==> config.mk <==
export PLATFORM = sky130hd
export DESIGN_NAME = cpu_cmd_scheduler
export DESIGN_NICKNAME = d
export VERILOG_FILES = /design/src/rtl/cpu_sched_pkg.sv /design/src/rtl/sched_cmd_fifo.sv /design/src/rtl/cpu_cmd_scheduler.sv
export SDC_FILE = /design/constraint.sdc
export NUM_CORES = 1
export LEC_CHECK = 0
export BUFFER_PORTS_ARGS = -buffer_cell sky130_fd_sc_hd__buf_2
export CORE_ASPECT_RATIO = 1.75
export CORE_MARGIN = 3
export CORE_UTILIZATION = 60
export DETAILED_ROUTE_END_ITERATION = 10
export GPL_ROUTABILITY_DRIVEN = 0
export GPL_TIMING_DRIVEN = 0
export PLACE_DENSITY = 0.92
export SYNTH_ARGS = -nofsm -noshare
export SYNTH_HDL_FRONTEND = slang
export SYNTH_HIERARCHICAL = 1
export SYNTH_SLANG_ARGS = --single-unit
==> constraint.sdc <==
create_clock -name clk -period 8.48 [get_ports clk]
set_clock_uncertainty 0.1 [all_clocks]
set_input_delay 0.848 -clock clk [delete_from_list [all_inputs] [get_ports clk]]
set_output_delay 0.848 -clock clk [all_outputs]
set_load 0.05 [all_outputs]
==> src/rtl/cpu_sched_pkg.sv <==
// Shared types for the CPU command scheduler: command encoding, FSM states
// and the AXI response codes the scheduler reports back to the host.
package cpu_sched_pkg;

  typedef enum logic [1:0] {
    CMD_MEM_WR = 2'b00,
    CMD_MEM_RD = 2'b01,
    CMD_SPI_WR = 2'b10,
    CMD_SPI_RD = 2'b11
  } cmd_type_e;

  typedef enum logic [1:0] {
    ST_IDLE,
    ST_LAUNCH,
    ST_WAIT,
    ST_RESP
  } sched_state_e;

  localparam logic [1:0] RESP_OKAY   = 2'b00;
  localparam logic [1:0] RESP_SLVERR = 2'b10;

  // Bit 0 of the command type distinguishes reads from writes for both targets.
  function automatic logic is_read(input cmd_type_e t);
    return t[0];
  endfunction

endpackage

==> src/rtl/sched_cmd_fifo.sv <==
// Synchronous command FIFO with an occupancy count; DEPTH must be a power of two.
// Pushes into a full FIFO and pops from an empty one are dropped.
module sched_cmd_fifo #(
  parameter int WIDTH = 8,
  parameter int DEPTH = 4
) (
  input  logic                     clk,
  input  logic                     rst,
  input  logic                     push,
  input  logic [WIDTH-1:0]         push_data,
  input  logic                     pop,
  output logic [WIDTH-1:0]         pop_data,
  output logic                     full,
  output logic                     empty,
  output logic [$clog2(DEPTH):0]   count
);

  localparam int              AW         = $clog2(DEPTH);
  localparam logic [AW:0]     FULL_COUNT = (AW + 1)'(DEPTH);

  logic [WIDTH-1:0] mem [DEPTH];
  logic [AW-1:0]    wr_ptr;
  logic [AW-1:0]    rd_ptr;
  logic [AW:0]      count_q;
  logic             do_push;
  logic             do_pop;

  assign full     = (count_q == FULL_COUNT);
  assign empty    = (count_q == '0);
  assign do_push  = push && !full;
  assign do_pop   = pop && !empty;
  assign pop_data = mem[rd_ptr];
  assign count    = count_q;

  // NOTE: the storage array is deliberately not reset; the pointers and count
  // define which entries are valid, so clearing the data would only cost logic.
  always_ff @(posedge clk) begin
    if (do_push) mem[wr_ptr] <= push_data;
  end

  // NOTE: sequential state uses non-blocking assignments so every register
  // samples pre-edge values regardless of statement order.
  always_ff @(posedge clk) begin
    if (rst) begin
      wr_ptr  <= '0;
      rd_ptr  <= '0;
      count_q <= '0;
    end else begin
      if (do_push) wr_ptr <= wr_ptr + AW'(1);
      if (do_pop)  rd_ptr <= rd_ptr + AW'(1);
      case ({do_push, do_pop})
        2'b10:   count_q <= count_q + (AW + 1)'(1);
        2'b01:   count_q <= count_q - (AW + 1)'(1);
        default: count_q <= count_q;
      endcase
    end
  end

endmodule

==> src/rtl/cpu_cmd_scheduler.sv <==
// Sequences buffered memory/SPI commands through the AXI-Lite CPU master one at a
// time and returns one response per command. Optional watchdog: CPU_SCHED_TIMEOUT_EN.
module cpu_cmd_scheduler
  import cpu_sched_pkg::*;
#(
  parameter int ADDR_WIDTH     = 32,
  parameter int DATA_WIDTH     = 32,
  parameter int FIFO_DEPTH     = 4,
  parameter int TIMEOUT_CYCLES = 256
) (
  input  logic                        clk,
  input  logic                        rst,
  input  logic                        cmd_valid,
  output logic                        cmd_ready,
  input  logic [1:0]                  cmd_type,
  input  logic [ADDR_WIDTH-1:0]       cmd_addr,
  input  logic [DATA_WIDTH-1:0]       cmd_wdata,
  output logic                        start_test,
  output logic [1:0]                  ins_type,
  output logic [ADDR_WIDTH-1:0]       address,
  output logic [DATA_WIDTH-1:0]       data_to_write,
  output logic                        start_write,
  output logic                        start_read,
  input  logic                        test_done,
  input  logic                        mon_bvalid,
  input  logic                        mon_bready,
  input  logic [1:0]                  mon_bresp,
  input  logic                        mon_rvalid,
  input  logic                        mon_rready,
  input  logic [1:0]                  mon_rresp,
  input  logic [DATA_WIDTH-1:0]       mon_rdata,
  output logic                        rsp_valid,
  input  logic                        rsp_ready,
  output logic [DATA_WIDTH-1:0]       rsp_data,
  output logic [1:0]                  rsp_resp,
  output logic                        rsp_is_read,
  output logic                        busy,
`ifdef CPU_SCHED_TIMEOUT_EN
  output logic                        master_rst_req,
`endif
  output logic [$clog2(FIFO_DEPTH):0] fifo_count
);

  localparam int ENTRY_W = 2 + ADDR_WIDTH + DATA_WIDTH;

  sched_state_e          state_q, state_d;
  cmd_type_e             cur_type;
  logic [ADDR_WIDTH-1:0] cur_addr;
  logic [DATA_WIDTH-1:0] cur_wdata;
  logic [DATA_WIDTH-1:0] cap_data;
  logic [1:0]            cap_resp;
  logic [ENTRY_W-1:0]    head;
  logic                  fifo_full, fifo_empty, pop;
  logic                  expire;

  sched_cmd_fifo #(
    .WIDTH (ENTRY_W),
    .DEPTH (FIFO_DEPTH)
  ) u_fifo (
    .clk       (clk),
    .rst       (rst),
    .push      (cmd_valid),
    .push_data ({cmd_type, cmd_addr, cmd_wdata}),
    .pop       (pop),
    .pop_data  (head),
    .full      (fifo_full),
    .empty     (fifo_empty),
    .count     (fifo_count)
  );

`ifdef CPU_SCHED_TIMEOUT_EN
  localparam int TW = $clog2(TIMEOUT_CYCLES + 1);
  logic [TW-1:0] timer_q;

  always_ff @(posedge clk) begin
    if (rst || state_q != ST_WAIT) timer_q <= '0;
    else                           timer_q <= timer_q + TW'(1);
  end

  // A test_done arriving in the expiry cycle still wins over the watchdog.
  assign expire         = (state_q == ST_WAIT) && !test_done &&
                          (timer_q == TW'(TIMEOUT_CYCLES - 1));
  assign master_rst_req = expire;
`else
  assign expire = 1'b0;
`endif

  always_ff @(posedge clk) begin
    if (rst) state_q <= ST_IDLE;
    else     state_q <= state_d;
  end

  // NOTE: every always_comb output gets a default first so no path leaves a
  // signal unassigned, which would otherwise infer a latch.
  always_comb begin
    state_d     = state_q;
    pop         = 1'b0;
    start_test  = 1'b0;
    start_write = 1'b0;
    start_read  = 1'b0;
    rsp_valid   = 1'b0;
    case (state_q)
      ST_IDLE: begin
        if (!fifo_empty) begin
          pop     = 1'b1;
          state_d = ST_LAUNCH;
        end
      end
      ST_LAUNCH: begin
        start_test = 1'b1;
        state_d    = ST_WAIT;
      end
      ST_WAIT: begin
        start_write = !is_read(cur_type);
        start_read  = is_read(cur_type);
        if (test_done || expire) state_d = ST_RESP;
      end
      ST_RESP: begin
        rsp_valid = 1'b1;
        if (rsp_ready) state_d = ST_IDLE;
      end
      default: state_d = ST_IDLE;
    endcase
  end

  // Capture only the channel matching the command so a write always reports zero data.
  always_ff @(posedge clk) begin
    if (rst) begin
      cur_type  <= CMD_MEM_WR;
      cur_addr  <= '0;
      cur_wdata <= '0;
      cap_data  <= '0;
      cap_resp  <= RESP_OKAY;
    end else begin
      if (pop) begin
        cur_type  <= cmd_type_e'(head[ENTRY_W-1 -: 2]);
        cur_addr  <= head[DATA_WIDTH +: ADDR_WIDTH];
        cur_wdata <= head[DATA_WIDTH-1:0];
      end
      if (state_q == ST_IDLE) begin
        cap_data <= '0;
        cap_resp <= RESP_OKAY;
      end else if (state_q == ST_WAIT) begin
        if (expire) begin
          cap_data <= '0;
          cap_resp <= RESP_SLVERR;
        end else begin
          if (mon_bvalid && mon_bready && !is_read(cur_type)) cap_resp <= mon_bresp;
          if (mon_rvalid && mon_rready && is_read(cur_type)) begin
            cap_resp <= mon_rresp;
            cap_data <= mon_rdata;
          end
        end
      end
    end
  end

  assign cmd_ready     = !fifo_full;
  assign ins_type      = cur_type;
  assign address       = cur_addr;
  assign data_to_write = cur_wdata;
  assign rsp_data      = cap_data;
  assign rsp_resp      = cap_resp;
  assign rsp_is_read   = is_read(cur_type);
  assign busy          = !fifo_empty || (state_q != ST_IDLE);

endmodule

After elaboration in Yosys (flattened, before gate mapping)
Memories as Yosys holds them, arrays and structs flattened. A register that Yosys moved wholly into a read port is not among the register bits.
Index checks and enable logic that the tools add are counted.

operators by class
  reduce and logical (&&, ||, !) cells = 19
  equal/unequal tests = 9
  muxes and demuxes = 15
  add/subtract/negate cells = 4

operators by type and width
  operator                                                            number
  2-bit 2-to-1 mux                                                    5
  1-bit 2-to-1 mux                                                    8
  2-bit one-hot mux with 4 select lines                               1
  2-bit == test, second input constant                                3
  1-bit logical AND                                                   6
  2-bit != test, second input constant                                3
  3-bit one-hot mux with 2 select lines                               1
  2-bit nonzero test                                                  3
  2-bit by 1-bit adder with 2-bit output, second input constant       2
  2-bit by 1-bit == test with 1-bit output, second input constant     2
  2-bit AND reduction                                                 2
  3-bit by 1-bit adder with 3-bit output, second input constant       1
  3-bit == test, second input constant                                1
  1-bit logical NOT                                                   3
  3-bit logical NOT                                                   1
  3-bit AND reduction                                                 1
  3-bit by 1-bit subtractor with 3-bit output, second input constant  1
  2-bit logical NOT                                                   1
  2-bit OR reduction                                                  1
  1-bit logical OR                                                    1

word-level totals
  memory bits (writable) = 264
  memories = 1
  output and inout bits = 110
  register bits after elaboration = 43

memory list
  memory      depth  bits a word  read ports  clocked after memory_dff  write ports  line                  RTL
  u_fifo.mem  4      66           1           1                         1            sched_cmd_fifo.sv:21  logic [WIDTH-1:0] mem [DEPTH];

Logic depth before layout (Yosys ltp)
  word-level depth = 6
  gate-level depth with buffers = 13
  gate-level depth less buffers = 12

By module
The synthesis kept the hierarchy.

by module, submodules not included
  module             seq. area each (µm²)  cells an instance  area each (µm²)  times used
  sched_cmd_fifo     8107.8                398                9988.3           1
  cpu_cmd_scheduler  2042.0                466                3701.0           1

Worst setup path after synthesis
OpenSTA, ideal clock, no wires.

  kind = input -> register
  start = in cmd_valid
  end = mem u_fifo/mem[0][0] in the netlist's numbering, enable pin
  arrival time = 2.727 ns
  stages = 3
  path slack = 5.222 ns
  setup time = 0.431 ns
  data required time = 7.949 ns
  cell sequence = inv_1 -> nor2_1 -> and2_1

between the ends
  cells in the longest elaborated chain, start to end = 3

RTL lines
  item                                    line                     RTL
  start: declaration                      cpu_cmd_scheduler.sv:13  input logic cmd_valid,
  1-bit logical AND                       sched_cmd_fifo.sv:30     assign do_push = push && !full;
  1-bit 2-to-1 mux                        sched_cmd_fifo.sv:38     if (do_push) mem[wr_ptr] <= push_data;
  1-bit 2-to-1 mux (not written as such)  sched_cmd_fifo.sv:38
  end: declaration                        sched_cmd_fifo.sv:21

Every way passes these cells.

Worst setup path in the final report
  start = reg state_q[1]
  end = reg u_fifo.count_q[2], in the netlist u_fifo/count[2]

between the ends
  cells in the longest elaborated chain, start to end = 5
  elaborated cells on any way between the ends = 7
  those cells by class = eq/ne (2); mux (2); reduce/logical (3)

RTL lines
  item                                                                                line                      RTL
  start: declaration                                                                  cpu_cmd_scheduler.sv:46   sched_state_e state_q, state_d;
  start signal: assignment                                                            cpu_cmd_scheduler.sv:90   else state_q <= state_d;
  2-bit logical NOT *                                                                 cpu_cmd_scheduler.sv:102  case (state_q)
  1-bit 2-to-1 mux *                                                                  cpu_cmd_scheduler.sv:102
  via pop                                                                             cpu_cmd_scheduler.sv:53   logic fifo_full, fifo_empty, pop;
  1-bit logical AND *                                                                 sched_cmd_fifo.sv:31      assign do_pop = pop && !empty;
  via u_fifo.do_pop                                                                   sched_cmd_fifo.sv:26      logic do_pop;
  2-bit by 1-bit == test with 1-bit output / 2-bit == test (equally long branches)    sched_cmd_fifo.sv:51      case ({do_push, do_pop})
  3-bit one-hot mux with 2 select lines / 2-bit nonzero test (equally long branches)  n/a
  end signal: assignment                                                              sched_cmd_fifo.sv:52      2'b10: count_q <= count_q + (AW + 1)'(1);
  end signal: assignment                                                              sched_cmd_fifo.sv:53      2'b01: count_q <= count_q - (AW + 1)'(1);
  end signal: assignment                                                              sched_cmd_fifo.sv:54      default: count_q <= count_q;
  end: declaration                                                                    sched_cmd_fifo.sv:24      logic [AW:0] count_q;

Mark *: on every way through the listed nets, which the timed path passes. The rest lies on a longest branch.
A chain may end at the register's enable or synchronous reset.

==> impl_metrics.yaml <==
sta:
  final_period_minus_worst_setup_slack_ns: 2.98
  period_share: 0.351
  timing.final.setup_violations: 0
  report.final.hold_viol_count: 0
  rsz0062_at_grt: "no"
  slew_violations: 0
  maxClockFrequency_mhz: 336
  slew_headroom: 0.525
  fin_tns_setup_ns: 0
  holdWs_ns: 0.351
  tightestPinTransition_ns: 0.713
yosys:
  syn_nets: 985
  netlist_area_before_placement_sq_um: 13700
  synthDominantCellAreaShare: 0.579
  synth_area_per_cell_sq_um: 15.8
  synth_edf_count: 264
  post_synthesis_cell_type_count: 36
  synth_top_area_cell: "sky130_fd_sc_hd__edfxtp_1"
  ys_warn_count: 6
  yosys_most_used_dff: "sky130_fd_sc_hd__edfxtp_1"
  synth.ff_latch_count: 375
  post_synth_inst_count: 864
  synth_top_cells_by_area: "sky130_fd_sc_hd__edfxtp_1 58%, sky130_fd_sc_hd__dfxtp_1 16%, sky130_fd_sc_hd__mux4_2 11%"
  synth_sequential_area_ratio: 0.741
  synth.cells.most_frequent: "264 x sky130_fd_sc_hd__edfxtp_1, 199 x sky130_fd_sc_hd__nand2_1, 111 x sky130_fd_sc_hd__dfxtp_1, 103 x sky130_fd_sc_hd__a21oi_1, 66 x sky130_fd_sc_hd__mux4_2"
  yosysMostFrequentCell: "sky130_fd_sc_hd__edfxtp_1"
  synthArstFlopShare: 0
pwr:
  max-vdd-ir-drop_uv: 252
  power.static_leakage_nw: 5.93
  p_per_area_nw_per_um2: 347
floorplanning:
  initial_utilization: 0.615
  width_of_the_die_microns: 120
  core_sq_um: 22300
  std_cell_rows: 72
  pin_count: 221
  dieArea_sq_um: 24700
  die_h_microns: 206
drt:
  antenna_violating_nets_post_route: 0
  firstDrtPassIters: 5
  detailedRoute.firstIterationViolations: 487
  avgRoutedWirePerCell_microns: 20.7
  routed_via_density: 5.62
  dr_total_vias: 8122
  wl_microns: 29900
  drc: 0
layout:
  fraction_of_final_layout_cells_with_drive_strength_greater_than_1: 0.329
  design_area_sq_um: 16300
  fin_cells: 1444
  filler_cell_count: 1350
  layout-area-overhead-vs-synth_pct: 19.2
  final_nets: 1241
critical_path:
  critical_path.startpoint: "state_q[1]$_SDFFE_PP0P_"
  r2r.worst_path.cells: 13
  required_time_at_the_endpoint_of_the_critical_path_ns: 8.87
  rr_endpoint: "u_fifo/count[2]$_SDFFE_PP0P_"
  timing.critical_path.to_type: "register"
  timing.critical_path.fanout_max: 11
  cp_data_arrival_time_ns: 3.37
  r2r_setup_slack_ns: 5.50
  r2r-start: "state_q[1]$_SDFFE_PP0P_"
  critPathCapture: "u_fifo/count[2]$_SDFFE_PP0P_"
  start_kind: "register"
  crit_type: "reg -> reg"
clock_tree:
  clk_transition_reported_paths_ns: 0.07
  ctsResizeCount: 0
  cts_buffers: 31
  cts-htree-levels: 1
  numClockSinks: 375
  clock_path_buffers: 3
  postCtsHoldBufs: 0
  cts_tree: "yes"
  cts.root.buffer_cell: "sky130_fd_sc_hd__clkbuf_16"
  setup_fix_buffers_added_after_clock_tree_synthesis: 0
  clock_latency_ns: 0.56
placement:
  place_inst: 1383
  placedInstanceArea_sq_um: 15300
  buffer_ports.inserted: 219
  place_hpwl_microns: 20500
worst_hold_path:
  worst_hold_startpoint: "address[30]$_SDFFE_PP0P_"
  holdCritPathClass: "reg -> reg"
global_route:
  global_route_total_usage_across_every_layer: 0.243
  grt_start_max_net_pins: 39
  groute.layer.met1.usage: 0.268
  global_route.usage.met2: 0.463
  grt-busiest-layer: "met2"
  grt.met3_usage: 0.0432
  antenna_found_initial: 5
  grt_pass1_wl_microns: 45700
  global_route.overflow_total: 0
  first_global_vias: 8405
job:
  drv_cap: 0
status:
  status: "finished clean"
==> cells in the final DEF (no fill, tap or decap), drive strengths merged, types with 6 or more instances in the layout <==
master	count
edfxtp	264
buf	257
nand2	199
dfxtp	111
a21oi	103
mux4	66
clkbuf	66
inv	13
ha	9
nor2	8
clkinv	6
==> registers in the layout, indices dropped and copies added, names as in the netlist, named ones only <==
name           count
address           32
data_to_write     32
ins_type           2
rsp_data          32
rsp_resp           2
state_q            2
u_fifo/count       3
u_fifo/mem       264
u_fifo/rd_ptr      2
u_fifo/wr_ptr      2
==> metal layers <==
layer,share of wire,vias up
met1,0.35,4064
met3,0.061,53
met4,0.025,2
met2,0.56,304
li1,-,3699
met5,0.00043,-
==> through the flow <==
step,power (W),utilization,setup slack [ns]
2_1_floorplan,0.00375,-,5.22
3_3_place_gp,0.00422,0.681,3.85
3_5_place_dp,0.00428,0.686,5.54
4_1_cts,0.00571,0.733,5.50
5_1_grt,0.00592,0.733,5.33
6_report,0.00566,0.733,5.50
==> power by group <==
part           leakage (nW)  switching (W)  internal [W]
Sequential             3.33       0.000127       0.00222
Clock                 0.527       0.000601      0.000824
Combinational          2.08        0.00130      0.000588
==> final cells by class <==
type	instances	area [sq um]	area share
sequential	375	10100	0.622
multi-input combinational	427	3210	0.197
timing repair buffer	223	1180	0.0725
clock buffer	50	1020	0.0625
tap	296	370	0.0227
buffer	50	297	0.0182
inverter	12	45.0	0.00276
clock inverter	7	35.0	0.00215
antenna	4	10.0	0.000613
==> cells by family (layout without fill, tap and decap cells) <==
family / Yosys count / in the layout / synth area share
other: 0 / 4 / 0
and+or+nand+nor: 233 / 233 / 0.0691
buffers and inverters: 62 / 342 / 0.0250
muxes: 67 / 67 / 0.109
AOI/OAI and AO/OA: 114 / 114 / 0.0436
xor gates and xnor gates: 3 / 3 / 0.00192
DFF: 375 / 375 / 0.741
adders and majority gates: 10 / 10 / 0.00969
==> critical path: stages (launching register included) <==
cell,delay (ns)
sky130_fd_sc_hd__dfxtp_1,0.33
sky130_fd_sc_hd__inv_1,0.10
sky130_fd_sc_hd__ha_1,0.27
sky130_fd_sc_hd__nand2b_1,0.18
sky130_fd_sc_hd__inv_2,0.11
sky130_fd_sc_hd__buf_2,0.29
sky130_fd_sc_hd__o31ai_1,0.19
sky130_fd_sc_hd__inv_1,0.09
sky130_fd_sc_hd__ha_1,0.19
sky130_fd_sc_hd__inv_1,0.07
sky130_fd_sc_hd__fa_1,0.39
sky130_fd_sc_hd__xor2_1,0.16
sky130_fd_sc_hd__or3_1,0.31
sky130_fd_sc_hd__a21oi_1,0.14
==> worst min path at each step <==
stage | end | depth (start not counted)
2_1_floorplan | register | 2
3_3_place_gp | rsp_data[2]$_SDFFE_PP0P_ | 2
3_5_place_dp | address[30]$_SDFFE_PP0P_ | 2
4_1_cts | address[30]$_SDFFE_PP0P_ | 2
5_1_grt | address[30]$_SDFFE_PP0P_ | 2
6_report | address[30]$_SDFFE_PP0P_ | 2
(Power assumes the default switching activity.)
